$ cat src/rtl/uart_rx_fifo_interface.sv
// rtl/uart_rx_fifo_interface.sv - FWFT receive buffer between UART RX and the consumer, with EOT tracking and sticky overrun
module uart_rx_fifo_interface #(
    parameter int                    DATA_WIDTH = 8,
    parameter int                    DEPTH      = 16,
    parameter logic [DATA_WIDTH-1:0] EOT_CHAR   = 8'h04,
    localparam int                   AW         = $clog2(DEPTH)
) (
    input  logic                  clk,
    input  logic                  rst_n,
    input  logic                  set_flag,
    input  logic [DATA_WIDTH-1:0] data_in,
    input  logic                  clear_flag,
    input  logic                  flush,
    input  logic                  overrun_clr,
    output logic                  flag,
    output logic [DATA_WIDTH-1:0] data_out,
    output logic [AW:0]           count,
    output logic                  full,
    output logic                  eot_pending,
    output logic                  head_is_eot,
    output logic                  overrun
);

    localparam logic [AW:0] FULL_CNT = (AW+1)'(DEPTH);

    logic [DATA_WIDTH-1:0] mem [DEPTH];

    logic [AW-1:0] wr_ptr_q, wr_ptr_d;
    logic [AW-1:0] rd_ptr_q, rd_ptr_d;
    logic [AW:0]   count_q, count_d;
    logic [AW:0]   eot_cnt_q, eot_cnt_d;
    logic          overrun_q, overrun_d;

    logic push, pop, drop, push_eot, pop_eot;

    assign flag        = (count_q != '0);
    assign full        = (count_q == FULL_CNT);
    assign count       = count_q;
    assign eot_pending = (eot_cnt_q != '0);
    assign overrun     = overrun_q;
    assign data_out    = flag ? mem[rd_ptr_q] : '0;
    assign head_is_eot = flag && (mem[rd_ptr_q] == EOT_CHAR);

    // A pop in the same cycle frees a slot, so a full buffer still accepts the push.
    assign pop      = clear_flag && flag;
    assign push     = set_flag && (!full || pop);
    assign drop     = set_flag && full && !pop && !flush;
    assign push_eot = push && (data_in == EOT_CHAR);
    assign pop_eot  = pop && head_is_eot;

    always_comb begin
        wr_ptr_d  = wr_ptr_q;
        rd_ptr_d  = rd_ptr_q;
        count_d   = count_q;
        eot_cnt_d = eot_cnt_q;
        if (flush) begin
            wr_ptr_d  = '0;
            rd_ptr_d  = '0;
            count_d   = '0;
            eot_cnt_d = '0;
        end else begin
            if (push) wr_ptr_d = wr_ptr_q + AW'(1);
            if (pop)  rd_ptr_d = rd_ptr_q + AW'(1);
            case ({push, pop})
                2'b10:   count_d = count_q + (AW+1)'(1);
                2'b01:   count_d = count_q - (AW+1)'(1);
                default: count_d = count_q;
            endcase
            case ({push_eot, pop_eot})
                2'b10:   eot_cnt_d = eot_cnt_q + (AW+1)'(1);
                2'b01:   eot_cnt_d = eot_cnt_q - (AW+1)'(1);
                default: eot_cnt_d = eot_cnt_q;
            endcase
        end
    end

    // Setting wins over clearing so a drop in the clear cycle is never lost.
    always_comb begin
        overrun_d = overrun_q;
        if (drop)             overrun_d = 1'b1;
        else if (overrun_clr) overrun_d = 1'b0;
    end

    always_ff @(posedge clk or negedge rst_n) begin
        if (!rst_n) begin
            wr_ptr_q  <= '0;
            rd_ptr_q  <= '0;
            count_q   <= '0;
            eot_cnt_q <= '0;
            overrun_q <= 1'b0;
        end else begin
            wr_ptr_q  <= wr_ptr_d;
            rd_ptr_q  <= rd_ptr_d;
            count_q   <= count_d;
            eot_cnt_q <= eot_cnt_d;
            overrun_q <= overrun_d;
        end
    end

    always_ff @(posedge clk) begin
        if (push && !flush) mem[wr_ptr_q] <= data_in;
    end

endmodule
$ cat config.mk
export PLATFORM = sky130hd
export DESIGN_NAME = uart_rx_fifo_interface
export DESIGN_NICKNAME = d
export VERILOG_FILES = /design/src/rtl/uart_rx_fifo_interface.sv
export SDC_FILE = /design/constraint.sdc
export NUM_CORES = 1
export LEC_CHECK = 0
export ABC_AREA = 0
export ABC_CLOCK_PERIOD_IN_PS = 4900
export CORE_ASPECT_RATIO = 0.7
export CORE_UTILIZATION = 30
export DETAILED_ROUTE_END_ITERATION = 6
export GPL_TIMING_DRIVEN = 0
export HOLD_SLACK_MARGIN = 0.15
export PLACE_DENSITY = 0.45
export SLEW_MARGIN = 20
export SYNTH_ARGS = -nofsm -noshare
export SYNTH_HDL_FRONTEND = slang
export SYNTH_SLANG_ARGS = --single-unit
$ cat constraint.sdc
create_clock -name clk -period 4.9 [get_ports clk]
set_input_delay 0.49 -clock clk [delete_from_list [all_inputs] [get_ports clk]]
set_output_delay 0.49 -clock clk [all_outputs]
set_load 0.02 [all_outputs]
==> flow_metrics.env <==
export IMPL_clk_latency_ns=0.42
export IMPL_pwr_share_seq_pct=39.0
export IMPL_slew_headroom_pct=28.8
export IMPL_vias_per_cell=4.80
export IMPL_slowest_stage="mux4_2"
export IMPL_vias=3465
export IMPL_cap_violations=0
export IMPL_yosys_area_top_type_share_pct=60.2
export IMPL_ys_top_cells_by_count="edfxtp_1, nor2_1, dfrtp_1, mux4_2, nand2_1"
export IMPL_min_path_cells=2
export IMPL_areaGrowthSynthToFinish_pct=19.3
export IMPL_synth_area_per_cell_um2=16.8
export IMPL_finalCritPeriodShare_pct=85.8
export IMPL_clkTransAtPathRegs_ns=0.06
export IMPL_cellInternalPower_w=0.00255
export IMPL_drive_above_1_share_pct=17.3
export IMPL_yosys_warnings=0
export IMPL_cp_data_required_time_ns=5.20
export IMPL_path_cells="buf_6, buf_12, mux4_2, a22oi_1, nand2_1, nor4_2, and3_2, nand3_1, fa_1, and2b_1, o21ai_0, and3_1, mux2i_1, mux2_1"
export IMPL_grt_usage_pct=15.0
export IMPL_finClkSkew_ns=0.00827
export IMPL_holdWs_ns=0.529
export IMPL_report_final_slew_viol_count=0
export IMPL_synth_area_um2=6380
export IMPL_cts_sinks=147
export IMPL_cpPeakStageDelay_ns=0.51
export IMPL_synth_edf_count=128
export IMPL_arrival_ns=4.51
export IMPL_synth_area_leaders="edfxtp_1, dfrtp_1, mux4_2, mux4_1, nor2_1"
export IMPL_fmax_mhz=238
export IMPL_dr_pass1_iters=4
export IMPL_status="finished clean"
export IMPL_num_antenna_cells=0
export IMPL_worst_pin_slew_ns=1.06
export IMPL_cts_resized=0
export IMPL_nets=460
export IMPL_seq_area_frac_synth_pct=67.7
export IMPL_drc=0
export IMPL_startpoint_type="flop"
export IMPL_tns_ns=0
export IMPL_hold_violations=0
export IMPL_grt_overflow=0
export IMPL_place_area_um2=7090
export IMPL_synth_seq_cells=147
export IMPL_powerDensity_nw_per_um2=487
export IMPL_cts_made_buffers=17
export IMPL_initial_core_util_pct=30.7
export IMPL_cts_buffer_depth=2
export IMPL_die_area_um2=21900
export IMPL_rr_startpoint="rd_ptr_q[0]"
export IMPL_htreeDepth=4
export IMPL_antenna_found_initial=0
export IMPL_dieWidth_um=176
export IMPL_critPathCaptureType="flop"
export IMPL_hpwl_um=10500
export IMPL_syn_num_nets=406
export IMPL_hp_class="flop to flop"
export IMPL_routedWlPerCell_um=21.0
export IMPL_rrSetupSlack_ns=0.69
export IMPL_io_buffers=31
export IMPL_final_cell_area_um2=7610
export IMPL_rows=44
export IMPL_ios=32
export IMPL_die_y_um=124
export IMPL_path_max_fanout=10
export IMPL_grt_pass1_wl_um=22800
export IMPL_path_class="flop to flop"
export IMPL_final_setup_viol_count=0
export IMPL_comb_power_share_pct=29.9
export IMPL_leakage_nw=2.62
export IMPL_p_sw_w=0.00115
export IMPL_cts_tree="built"
export IMPL_min_delay_worst_endpoint="overrun"
export IMPL_clock_power_share_pct=31.1
export IMPL_drtIter0Drc=299
export IMPL_timing_rr_end="eot_cnt_q[4]"
export IMPL_min_period_ns=4.21
export IMPL_grt_pass1_vias=3518
export IMPL_synth_largest_area_cell="edfxtp_1"
export IMPL_drt_total_wl_um=15200
export IMPL_ant_nets=0
export IMPL_hold_start="overrun"
export IMPL_async_flop_share_pct=12.9
export IMPL_grt_max_degree=20
export IMPL_ys_dominant_reg_cell="edfxtp_1"
export IMPL_yosysMostFrequentCell="edfxtp_1"
export IMPL_post_cts_buffers=0
export IMPL_root_buffer="clkbuf_16"
export IMPL_synthCells=379
export IMPL_cts_hold_buf=0
export IMPL_switching_share_pct=31.2
export IMPL_netlist_cell_type_count=49
export IMPL_rsz0062_at_grt="false"
export IMPL_coreArea_um2=20800
export IMPL_reg2reg_depth=14
export IMPL_place_congestion=0.740
export IMPL_peakVddDrop_uv=224
how the worst max path moves through the flow:
stage / from / end / slack [ns] / cells after the start
after floorplan: rd_ptr_q[0] / eot_cnt_q[4] / 1.32 / 13
after global placement: rd_ptr_q[0] / eot_cnt_q[4] / 0.70 / 14
after detailed placement: rd_ptr_q[0] / eot_cnt_q[4] / 0.62 / 14
after CTS: rd_ptr_q[0] / eot_cnt_q[4] / 0.62 / 14
after global routing: rd_ptr_q[0] / eot_cnt_q[4] / 0.26 / 15
final: rd_ptr_q[0] / eot_cnt_q[4] / 0.69 / 14
logic make-up after synthesis:
logic type	Yosys count	synth area share, %
AOI/OAI and AO/OA	38	4.28
xor gates and xnor gates	12	1.77
adders and majority gates	13	2.78
buffers and inverters	26	2.71
DFF	147	67.7
muxes	44	13.1
and+or+nand+nor	99	7.69
layout by cell type (no fill, tap or decap), types with 4 or more instances in the layout:
master / n
edfxtp_1: 128
nor2_1: 41
clkdlybuf4s50_1: 31
dfrtp_1: 19
mux4_2: 18
nand2_1: 18
clkbuf_16: 17
mux2i_1: 11
ha_1: 11
mux4_1: 10
inv_1: 10
a21oi_1: 9
nor2b_1: 7
buf_4: 7
xor2_1: 7
a22o_1: 6
a22oi_1: 6
clkbuf_1: 5
mux2_1: 5
buf_2: 4
o21ai_0: 4
nor3_2: 4
xnor2_1: 4
clkinv_4: 4
clkinvlp_4: 4
per-stage QoR:
stage / utilization (%) / cells / setup slack [ns] / power [W]
after floorplan: - / 379 / 1.32 / 0.00216
after global placement: 33.8 / 686 / 0.702 / 0.00259
after detailed placement: 34.0 / 690 / 0.621 / 0.00259
after CTS: 36.6 / 722 / 0.618 / 0.00375
after global routing: 36.6 / 722 / 0.255 / 0.00388
final: 36.6 / 722 / 0.694 / 0.00371
metal layers:
| layer | global-route usage [%] | part of all wire, % | routed length [um] |
|---|---|---|---|
| met1 | 22.1 | 51 | 7720 |
| met2 | 21.6 | 43 | 6460 |
| met3 | 3.42 | 5.8 | 883 |
| met4 | 4.89 | 0.78 | 119 |
| met5 | 0 | 0 | 0 |
final cells by class:
cell class	instances	area [um2]
clock inverters	12	86.3
multi-input cells	206	1910
clock buffers	20	437
fillers	1991	13200
repair buffers	35	340
flip-flops and latches	147	4320
plain buffers	16	135
inverters	10	37.5
well taps	276	345
state kept, by name, indices dropped and copies added (netlist names):
register	count
mem	128
count	5
eot_cnt_q	5
rd_ptr_q	4
overrun	1
wr_ptr_q	4
worst max-delay path: cells and delay by family (launching register included):
family / cells / cell delay [ns]
flops: 1 / 0.42
buf+inv: 2 / 0.42
simple gates: 6 / 1.22
fa+ha+maj: 1 / 0.42
compound gates: 2 / 0.56
mux: 3 / 1.04
power by group through the flow:
| stage | combinational [W] | clock (W) | sequential (W) |
|---|---|---|---|
| finish | 0.00111 | 0.00115 | 0.00144 |
| global route | 0.00120 | 0.00123 | 0.00145 |
| CTS | 0.00113 | 0.00118 | 0.00145 |
| detailed placement | 0.00112 | 0 | 0.00147 |
| global placement | 0.00112 | 0 | 0.00147 |
| floorplan | 0.000681 | 0 | 0.00148 |
No activity file was read; power rests on OpenSTA's default activity.
